### config.mk
export PLATFORM = sky130hd
export DESIGN_NAME = vec_alu_multilane
export DESIGN_NICKNAME = d
export VERILOG_FILES = /design/src/rtl/vec_alu_pkg.sv /design/src/rtl/vec_alu_beat.sv /design/src/rtl/vec_alu_multilane.sv
export SDC_FILE = /design/constraint.sdc
export NUM_CORES = 2
export LEC_CHECK = 0
export CAP_MARGIN = 20
export CORE_MARGIN = 2
export CORE_UTILIZATION = 40
export CTS_CLUSTER_SIZE = 40
export DETAILED_ROUTE_END_ITERATION = 7
export RECOVER_POWER = 100
export SYNTH_ARGS = -nofsm -noshare
export SYNTH_HDL_FRONTEND = slang
export SYNTH_SLANG_ARGS = --single-unit
### constraint.sdc
create_clock -name clk -period 35.3 [get_ports clk]
set_input_delay 3.53 -clock clk [delete_from_list [all_inputs] [get_ports clk]]
set_output_delay 3.53 -clock clk [all_outputs]
set_load 0.1 [all_outputs]
### src/rtl/vec_alu_pkg.sv
// Shared encodings and helper functions for the multi-lane vector ALU.
package vec_alu_pkg;

    typedef enum logic [5:0] {
        OP_VADD  = 6'b000000,
        OP_VSUB  = 6'b000010,
        OP_VRSUB = 6'b000011,
        OP_VMINU = 6'b000100,
        OP_VMIN  = 6'b000101,
        OP_VMAXU = 6'b000110,
        OP_VMAX  = 6'b000111,
        OP_VAND  = 6'b001001,
        OP_VOR   = 6'b001010,
        OP_VXOR  = 6'b001011
    } op_e;

    typedef enum logic [2:0] {
        OPT_VV = 3'b001,
        OPT_VX = 3'b010,
        OPT_VI = 3'b100
    } optype_e;

    typedef enum logic [1:0] {
        ST_IDLE = 2'd0,
        ST_RUN  = 2'd1,
        ST_DONE = 2'd2
    } state_e;

    // True when the opcode / operand type / element width combination is supported.
    function automatic logic is_legal(input logic [5:0] opc, input logic [2:0] opt,
                                      input logic [2:0] sew);
        logic opc_ok;
        logic opt_ok;
        case (opc)
            OP_VADD, OP_VSUB, OP_VRSUB, OP_VMINU, OP_VMIN,
            OP_VMAXU, OP_VMAX, OP_VAND, OP_VOR, OP_VXOR: opc_ok = 1'b1;
            default:                                     opc_ok = 1'b0;
        endcase
        opt_ok = (opt == OPT_VV) || (opt == OPT_VX) || (opt == OPT_VI);
        return opc_ok && opt_ok && !sew[2] && !((opc == OP_VRSUB) && (opt == OPT_VV));
    endfunction

    // Element operation on left-aligned operands: the element's MSB sits at bit 63
    // and the unused low bits are zero, so one 64-bit add/compare serves every width.
    function automatic logic [63:0] alu_op(input logic [5:0] opc, input logic [63:0] a,
                                           input logic [63:0] b);
        logic [63:0] r;
        case (opc)
            OP_VADD:  r = a + b;
            OP_VSUB:  r = a - b;
            OP_VRSUB: r = b - a;
            OP_VMINU: r = (a < b) ? a : b;
            OP_VMIN:  r = ($signed(a) < $signed(b)) ? a : b;
            OP_VMAXU: r = (a > b) ? a : b;
            OP_VMAX:  r = ($signed(a) > $signed(b)) ? a : b;
            OP_VAND:  r = a & b;
            OP_VOR:   r = a | b;
            OP_VXOR:  r = a ^ b;
            default:  r = '0;
        endcase
        return r;
    endfunction

    // Scalar operand (rs1 or sign-extended imm) replicated across a 64-bit word at the element width.
    function automatic logic [63:0] scalar_pattern(input logic [2:0] opt, input logic [1:0] sew,
                                                   input logic [31:0] rs1, input logic [4:0] imm);
        logic [63:0] s;
        logic [63:0] p;
        s = (opt == OPT_VI) ? {{59{imm[4]}}, imm} : {{32{rs1[31]}}, rs1};
        case (sew)
            2'd0:    p = {8{s[7:0]}};
            2'd1:    p = {4{s[15:0]}};
            2'd2:    p = {2{s[31:0]}};
            default: p = s;
        endcase
        return p;
    endfunction

endpackage

### src/rtl/vec_alu_beat.sv
// Combinational packed-SIMD slice: one beat of elements, no carries across element boundaries.
module vec_alu_beat
    import vec_alu_pkg::*;
#(
    parameter int BW = 64
) (
    input  logic [5:0]    opcode,
    input  logic [1:0]    vsew,
    input  logic [BW-1:0] op1,
    input  logic [BW-1:0] vs2,
    output logic [BW-1:0] res
);

    logic [63:0] t;

    // Per-element evaluation for the selected element width.
    always_comb begin
        res = '0;
        t   = '0;
        case (vsew)
            2'd0: for (int i = 0; i < BW / 8; i++) begin
                t = alu_op(opcode, {vs2[i*8 +: 8], 56'd0}, {op1[i*8 +: 8], 56'd0});
                res[i*8 +: 8] = t[63:56];
            end
            2'd1: for (int i = 0; i < BW / 16; i++) begin
                t = alu_op(opcode, {vs2[i*16 +: 16], 48'd0}, {op1[i*16 +: 16], 48'd0});
                res[i*16 +: 16] = t[63:48];
            end
            2'd2: for (int i = 0; i < BW / 32; i++) begin
                t = alu_op(opcode, {vs2[i*32 +: 32], 32'd0}, {op1[i*32 +: 32], 32'd0});
                res[i*32 +: 32] = t[63:32];
            end
            default: for (int i = 0; i < BW / 64; i++) begin
                t = alu_op(opcode, vs2[i*64 +: 64], op1[i*64 +: 64]);
                res[i*64 +: 64] = t;
            end
        endcase
    end

endmodule

### src/rtl/vec_alu_multilane.sv
// Multi-cycle vector ALU: latches a request, processes one BW-wide beat per RUN cycle,
// merges results with the prior destination under mask/tail rules, pulses done.
module vec_alu_multilane
    import vec_alu_pkg::*;
#(
    parameter int VLEN      = 128,
    parameter int LANE_BITS = 16,
    parameter int NB_LANES  = 4
) (
    input  logic                   clk,
    input  logic                   reset,
    input  logic                   start,
    input  logic [5:0]             opcode,
    input  logic [2:0]             op_type,
    input  logic [2:0]             vsew,
    input  logic                   vm,
    input  logic [$clog2(VLEN):0]  vl,
    input  logic [VLEN-1:0]        vs1,
    input  logic [VLEN-1:0]        vs2,
    input  logic [VLEN-1:0]        v0,
    input  logic [VLEN-1:0]        vd_old,
    input  logic [31:0]            rs1,
    input  logic [4:0]             imm,
    output logic                   busy,
    output logic                   done,
    output logic                   illegal,
    output logic [VLEN-1:0]        vd
);

    localparam int BW  = NB_LANES * LANE_BITS;
    localparam int B   = VLEN / BW;
    localparam int CW  = (B > 1) ? $clog2(B) : 1;
    localparam int VLW = $clog2(VLEN) + 1;

    state_e          state_q, state_d;
    logic [CW-1:0]   cnt_q;
    logic            legal, accept;

    logic [5:0]      opc_q;
    logic [1:0]      sew_q;
    logic            vm_q, vv_q;
    logic [VLW-1:0]  vl_q;
    logic [VLEN-1:0] vs1_q, vs2_q, v0_q, vdo_q;
    logic [63:0]     scal_q;
    logic [VLEN-1:0] vd_q;
    logic            ill_q;

    logic [BW-1:0]   vs1_b, vs2_b, vdo_b, op1_b, res_b, merged_b;
    logic [31:0]     g, idx, vl32, vlmax;
    logic            act;

    assign legal  = is_legal(opcode, op_type, vsew);
    assign accept = (state_q == ST_IDLE) && start;

    // Next-state logic.
    always_comb begin
        state_d = state_q;
        case (state_q)
            ST_IDLE: if (start) state_d = legal ? ST_RUN : ST_DONE;
            ST_RUN:  if (cnt_q == CW'(B - 1)) state_d = ST_DONE;
            ST_DONE: state_d = ST_IDLE;
            default: state_d = ST_IDLE;
        endcase
    end

    // State register.
    always_ff @(posedge clk) begin
        if (reset) state_q <= ST_IDLE;
        else       state_q <= state_d;
    end

    // Beat counter, counts only while running.
    always_ff @(posedge clk) begin
        if (reset || (state_q != ST_RUN)) cnt_q <= '0;
        else                              cnt_q <= cnt_q + 1'b1;
    end

    // Operand capture on an accepted request; the scalar operand is pre-replicated here.
    always_ff @(posedge clk) begin
        if (accept) begin
            opc_q  <= opcode;
            sew_q  <= vsew[1:0];
            vm_q   <= vm;
            vv_q   <= (op_type == OPT_VV);
            vl_q   <= vl;
            vs1_q  <= vs1;
            vs2_q  <= vs2;
            v0_q   <= v0;
            vdo_q  <= vd_old;
            scal_q <= scalar_pattern(op_type, vsew[1:0], rs1, imm);
        end
    end

    // Select the current beat of each vector operand.
    always_comb begin
        vs1_b = '0;
        vs2_b = '0;
        vdo_b = '0;
        for (int k = 0; k < B; k++) begin
            if (cnt_q == CW'(k)) begin
                vs1_b = vs1_q[k*BW +: BW];
                vs2_b = vs2_q[k*BW +: BW];
                vdo_b = vdo_q[k*BW +: BW];
            end
        end
        op1_b = vv_q ? vs1_b : {(BW / 64){scal_q}};
    end

    vec_alu_beat #(.BW(BW)) u_beat (
        .opcode (opc_q),
        .vsew   (sew_q),
        .op1    (op1_b),
        .vs2    (vs2_b),
        .res    (res_b)
    );

    // Byte-granular mask/tail merge: each byte inherits its element's active status.
    always_comb begin
        merged_b = '0;
        g        = '0;
        idx      = '0;
        act      = 1'b0;
        vl32     = 32'(vl_q);
        vlmax    = 32'(VLEN) >> (32'd3 + 32'(sew_q));
        for (int b = 0; b < BW / 8; b++) begin
            g   = 32'(cnt_q) * 32'(BW / 8) + 32'(b);
            idx = g >> sew_q;
            act = (idx < vl32) && (idx < vlmax) && (vm_q || (|(v0_q & (VLEN'(1) << idx))));
            merged_b[b*8 +: 8] = act ? res_b[b*8 +: 8] : vdo_b[b*8 +: 8];
        end
    end

    // Result register: written beat by beat while running, held otherwise.
    always_ff @(posedge clk) begin
        if (reset) begin
            vd_q <= '0;
        end else if (state_q == ST_RUN) begin
            for (int k = 0; k < B; k++) begin
                if (cnt_q == CW'(k)) vd_q[k*BW +: BW] <= merged_b;
            end
        end
    end

    // Illegal flag: set or cleared by each accepted request.
    always_ff @(posedge clk) begin
        if (reset)       ill_q <= 1'b0;
        else if (accept) ill_q <= !legal;
    end

    assign busy    = (state_q != ST_IDLE);
    assign done    = (state_q == ST_DONE);
    assign illegal = ill_q;
    assign vd      = vd_q;

endmodule

# Yosys cells after proc, flatten, opt, wreduce, memory -nomap -nowiden
# Memory sizes are Yosys's and may differ from the RTL's.
# Cells that the tools add are included.
[op_classes] n_addsub=54 order_cmp=76 n_eq_ne=22 shift=17 n_mux=95 bitwise_logic=54 n_reduce_logical=52
[ops] op="case mux 64 bit (10 select lines)" count=15
[ops] op="two-way mux 64 bit" count=65
[ops] op="> comparator 64 bit" count=30
[ops] op="less-than comparator 64 bit" count=30
[ops] op="subtractor 64 bit" count=30
[ops] op="bitwise AND 128 bit" count=8
[ops] op="OR reduction 128 bit" count=8
[ops] op="left shift 1 x 32 -> 128 bit, first input constant" count=8
[ops] op="adder 64 bit" count=15
[ops] op="bitwise AND 64 bit" count=15
[ops] op="OR 64 bit" count=15
[ops] op="XOR 64 bit" count=15
[ops] op="case mux 64 bit (3 select lines)" count=2
[ops] op="less-than comparator 32 bit" count=8
[ops] op="less-than comparator 32 x 8 -> 1 bit" count=8
[ops] op="right shift 5 x 2 -> 32 bit" count=7
[ops] op="two-way mux 8 bit" count=8
[ops] op="right shift 4 x 2 -> 32 bit" count=1
[ops] op="right shift 8 x 3 -> 32 bit, first input constant" count=1
[ops] op="== test 6 x 3 -> 1 bit, second input constant" count=4
[ops] op="logical AND 1 bit" count=21
[ops] op="adder 4 x 3 -> 5 bit, second input constant" count=4
[ops] op="== test 6 x 2 -> 1 bit, second input constant" count=3
[ops] op="== test 6 x 4 -> 1 bit, second input constant" count=3
[ops] op="other kinds (21)" count=46
[word_totals] register_bits=726 romBits=16 input_bits=573 output_inout_bits=131 wordCells=386 n_memories=1
[memory_table] memory="(name not given)" depth=16 word_bits=1 rd=1 rd_clocked_by_memory_dff=0 wr=0 line_no="vec_alu_pkg.sv:34" source="case (opc)"

# Longest topological paths before layout
[depth] word_depth=9 ltp_mapped=32 ltp_nobuf=25

# Hierarchy
# From an unflattened synthesis, not the netlist that was laid out.
[unflattened] cells_unflattened=6128 hier_area_um2=52841.9
[by_module_without_submodules] module="vec_alu_beat" n_inst=1 cells_per_inst=4375 area_per_inst_um2=28686.3 seq_area_each_um2=0.0
[by_module_without_submodules] module="vec_alu_multilane" n_inst=1 cells_per_inst=1753 area_per_inst_um2=24155.7 seq_area_each_um2=17086.4

# Least setup slack after synthesis
# Ideal clock, no wire load.
[synth_path] path_type="input to register" startpoint="input port start" endpoint="register ill_q (netlist: illegal)" setup_ns=0.656 arrival_time_ns=14.666 required_time_ns=34.644 path_slack_ns=19.978 path_stages=2 path_cell_list="and2_1 a211oi_1"
[synth_via] elab_chain_len=1
[synth_lines] element="from (decl)" line_no="vec_alu_multilane.sv:12" source="input logic start,"
[synth_lines] element="logical AND 1 bit" line_no="vec_alu_multilane.sv:53" source="assign accept = (state_q == ST_IDLE) && start;"
[synth_lines] element="to (signal assigned)" line_no="vec_alu_multilane.sv:147" source="else if (accept) ill_q <= !legal;"
[synth_lines] element="to (decl)" line_no="vec_alu_multilane.sv:46" source="logic ill_q;"
# Every way passes these cells.
# A chain may end at the register's enable or synchronous reset.

# Worst setup path in the final report
[layout_path] startpoint="register cnt_q" endpoint="register vd_q[60] (netlist: vd[60])"
[layout_via] elab_chain_len=8 word_cells_on_any_way=78
[layout_lines] element="from (decl)" line_no="vec_alu_multilane.sv:36" source="logic [CW-1:0] cnt_q;"
[layout_lines] element="from (signal assigned)" line_no="vec_alu_multilane.sv:75" source="else cnt_q <= cnt_q + 1'b1;"
[layout_lines] element="parallel branches: the longest is 8 deep, another holds > comparator 64 bit"
[layout_lines] element="to (signal, indexed assignment)" line_no="vec_alu_multilane.sv:139" source="if (cnt_q == CW'(k)) vd_q[k*BW +: BW] <= merged_b;"
[layout_lines] element="to (decl)" line_no="vec_alu_multilane.sv:45" source="logic [VLEN-1:0] vd_q;"
# Several ways; the timed one is not identified.

==> impl_metrics.yaml <==
sta:
  finalMaxSlewViolations: 869
  post-route-period-util: 0.612
  totalNegativeSetupSlack_ns: 0
  hold_viol_final: 0
  rsz0062_at_grt: "false"
  relSlewSlack: -2.50
  setup_violations: 0
  fin_worst_hold_slack_ns: 0.453
  fmax_ghz: 0.0463
  fin_crit_ns: 21.59
  worst_pin_slew_ns: 5.20
  fin_ws_ns: 13.71
  skew_ns: 0.0469
finish:
  fill_cells: 13200
  seq_area_sq_mm: 0.0171
  fin_nets: 7868
  design_area_sq_mm: 0.0654
  drive_gt1_frac: 0.0708
  multi_input_area_sq_mm: 0.0351
  layout-area-overhead-vs-synth_pct: 19.8
  stdcell_count: 8776
worst_hold_path:
  min-delay-start: "vd[70]$_SDFFE_PP0P_"
  hold_class: "reg -> reg"
global_route:
  track_usage: 0.436
  grt_pass1_wl_mm: 432
  grt.overflow.total: 0
  grt_pass1_vias: 56200
  grt_max_degree: 87
  antenna_found_initial: 30
placement:
  dp_cells: 8622
  routabilityCongestion: 1.06
  portBuffers: 591
  placed_area_sq_mm: 0.0632
  dpl.hpwl_mm: 244
  dp_slack_ns: 24.53
detailed_routing:
  vias: 58600
  wl_per_cell_um: 36.1
  routed-wl-met2_mm: 139
  dr_wl_met3_mm: 29.8
  drtAntennaViolNets: 0
  dr.first_iter.drc_count: 7350
  viasPerCell: 6.68
  wl_met1_mm: 113
  finalWirelength_mm: 317
  dr.pass1.iters: 8
  highest_layer: "met5"
  drc_errors: 1
die:
  fp.coreArea_sq_mm: 0.135
  row_count: 135
  pin_count: 704
  die-area_sq_mm: 0.139
  start_util: 0.403
  die_height_um: 373
  die_x_um: 373
critical_path:
  crit_chain: "clkbuf_1 -> clkbuf_1 -> clkbuf_1 -> mux2i_1 -> nor2_1 -> a21oi_1 -> ha_1 -> nor4_1 -> nand2_1 -> nor2_1 -> nand3_1 -> nor3_1 -> or4_1 -> mux2_1 -> o21ai_0 -> clkbuf_1 -> o211ai_1 -> a2111oi_0 -> clkbuf_1 -> o21a_1 -> nor3_1"
  crit_slowest_cell: "o21ai_0"
  max_stage_delay_ns: 3.96
  r2r-start: "cnt_q$_SDFF_PP0_"
  crit_path_start_kind: "flip-flop"
  crit_required_ns: 35.87
  cp.arrival_ns: 22.16
  crit_start: "cnt_q$_SDFF_PP0_"
  critPathCaptureType: "flip-flop"
  path_class: "reg -> reg"
  crit_path_max_fanout: 48
  crit_family: "buffers and inverters"
  cp_common_cell: "clkbuf_1"
  path_buf_inv: 5
yosys:
  synth_cell_types: 103
  syn_area_per_cell_sq_um: 8.51
  synthFlopType: "edfxtp_1"
  synth.area.mux_share: 0.0535
  yosys.cell_count.top_type: "a21oi_1"
  synth_top_family_by_area: "compound AO/OA/AOI/OAI gates"
  synth_nets: 7364
  synth-compound-area-share: 0.277
  postSynth.asyncResetShare: 0
  synth.top_cell.area_share: 0.265
  synth_common_cells: "592 x a21oi_1, 590 x nor2_1, 481 x edfxtp_1"
  synth-xor-area-share: 0.0637
  synth.area.top_cells: "edfxtp_1 26%, ha_1 8.3%, xnor2_1 5.5%"
  synth_edf_count: 481
  ys_seq_area_frac: 0.313
  synthSimpleGateAreaFrac: 0.155
  synthAdderAreaFrac: 0.0886
  ys_warn_count: 0
  synthCells: 6414
  syn_area_sq_mm: 0.0546
  yosysTopAreaCell: "edfxtp_1"
  ys_seq_elements: 613
pwr:
  pwr-share-clk: 0.264
  power_frac_seq: 0.310
  p_sw_frac: 0.415
  p_leak_nw: 24.2
  peakVddDrop_uv: 40.4
  p_sw_mw: 1.13
  p_int_mw: 1.60
  p_per_area_mw_per_mm2: 41.8
  p_comb_frac: 0.427
clock_tree:
  h-tree-depth: 3
  cts_resized: 0
  cts_hold_buf: 0
  clk_path_buf_depth: 3
  numCtsBuffers: 70
  clock-sinks: 613
  clk_latency_ns: 0.73
  post-cts-setup-buffer-count: 0
  cts_root_buffer: "clkbuf_16"
  cts_tree: "yes"
  clk_pin_slew_ns: 0.06
job:
  max_cap_viol_count: 22
run_status:
  status: "finished, violations left"
  failed_checks: "DRC, capacitance limit, slew limit"
## power by group through the flow
stage               Sequential [mW]  Clock [mW]  Combinational, mW
finish                        0.848       0.721               1.17
global route                  0.851       0.758               1.21
CTS                           0.844       0.733               1.13
detailed placement            0.859           0               1.12
global placement              0.858           0               1.12
floorplan                     0.876           0              0.662
## per-layer routing
layer  track usage  vias up
met5             0        -
li1              -    25300
met3         0.106     1249
met4         0.389       28
met2         0.680     3890
met1         0.497    28200
## metrics by stage
step           utilization  total power [mW]
2_1_floorplan            -              1.54
3_3_place_gp         0.467              1.98
3_5_place_dp         0.467              1.98
4_1_cts              0.484              2.71
5_1_grt              0.482              2.82
6_report             0.483              2.74
## final timing paths
path              slack (ns)                   to  cells after the start
setup reg to reg       13.71  vd[60]$_SDFFE_PP0P_                     21
hold / removal          0.45  vd[70]$_SDFFE_PP0P_                      2
hold reg to reg         0.45  vd[70]$_SDFFE_PP0P_                      2
setup / recovery       13.71  vd[60]$_SDFFE_PP0P_                     21
## worst min-delay path: cells and delay by family (launching register included)
family / cells / cell delay [ns]
compound gates: 1 / 0.05
simple gates: 1 / 0.05
flops: 1 / 0.30
## cells by family after synthesis
logic type / after synthesis
compound gates: 2284
xor+xnor: 397
fa+ha+maj: 377
buf+inv: 681
flops: 613
mux: 282
simple gates: 1780
## cells in the final DEF (no fill, tap or decap), drive strengths merged, types with 30 or more instances in the layout
cell,n
and2,43
clkdlybuf4s50,41
inv,257
nand4,50
mux2i,244
a211oi,136
and3,35
o21ai,458
o211ai,104
buf,223
o22ai,80
a21oi,596
nand3b,59
dfxtp,132
or3,36
o2111ai,30
a22oi,62
nand2,450
a221oi,75
nor3,142
mux2,35
xor2,53
edfxtp,481
xnor2,344
o21bai,49
o31ai,93
ha,361
a2111oi,30
nor2b,54
nor4,70
a21o,121
a31oi,64
o21a,41
nand3,115
dlygate4sd3,549
nor2,590
nand2b,43
clkinv,43
o221ai,99
clkbuf,124
## cell type report
cell class,instances,share of cell area
Antenna cell,21,0.000803
Clock buffer,93,0.0295
Multi-Input combinational cell,5120,0.536
Timing Repair Buffer,844,0.118
Tap cell,1781,0.0341
Inverter,269,0.0155
Clock inverter,35,0.00515
Sequential cell,613,0.261
## sequential cells by signal, indices dropped and copies added, names as in the netlist, 2 cells and up
register	cells
vd	128
vdo_q	128
vs1_q	128
vs2_q	128
scal_q	63
v0_q	16
vl_q	8
opc_q	6
sew_q	2
state_q	2
No activity file was read; power rests on OpenSTA's default activity.
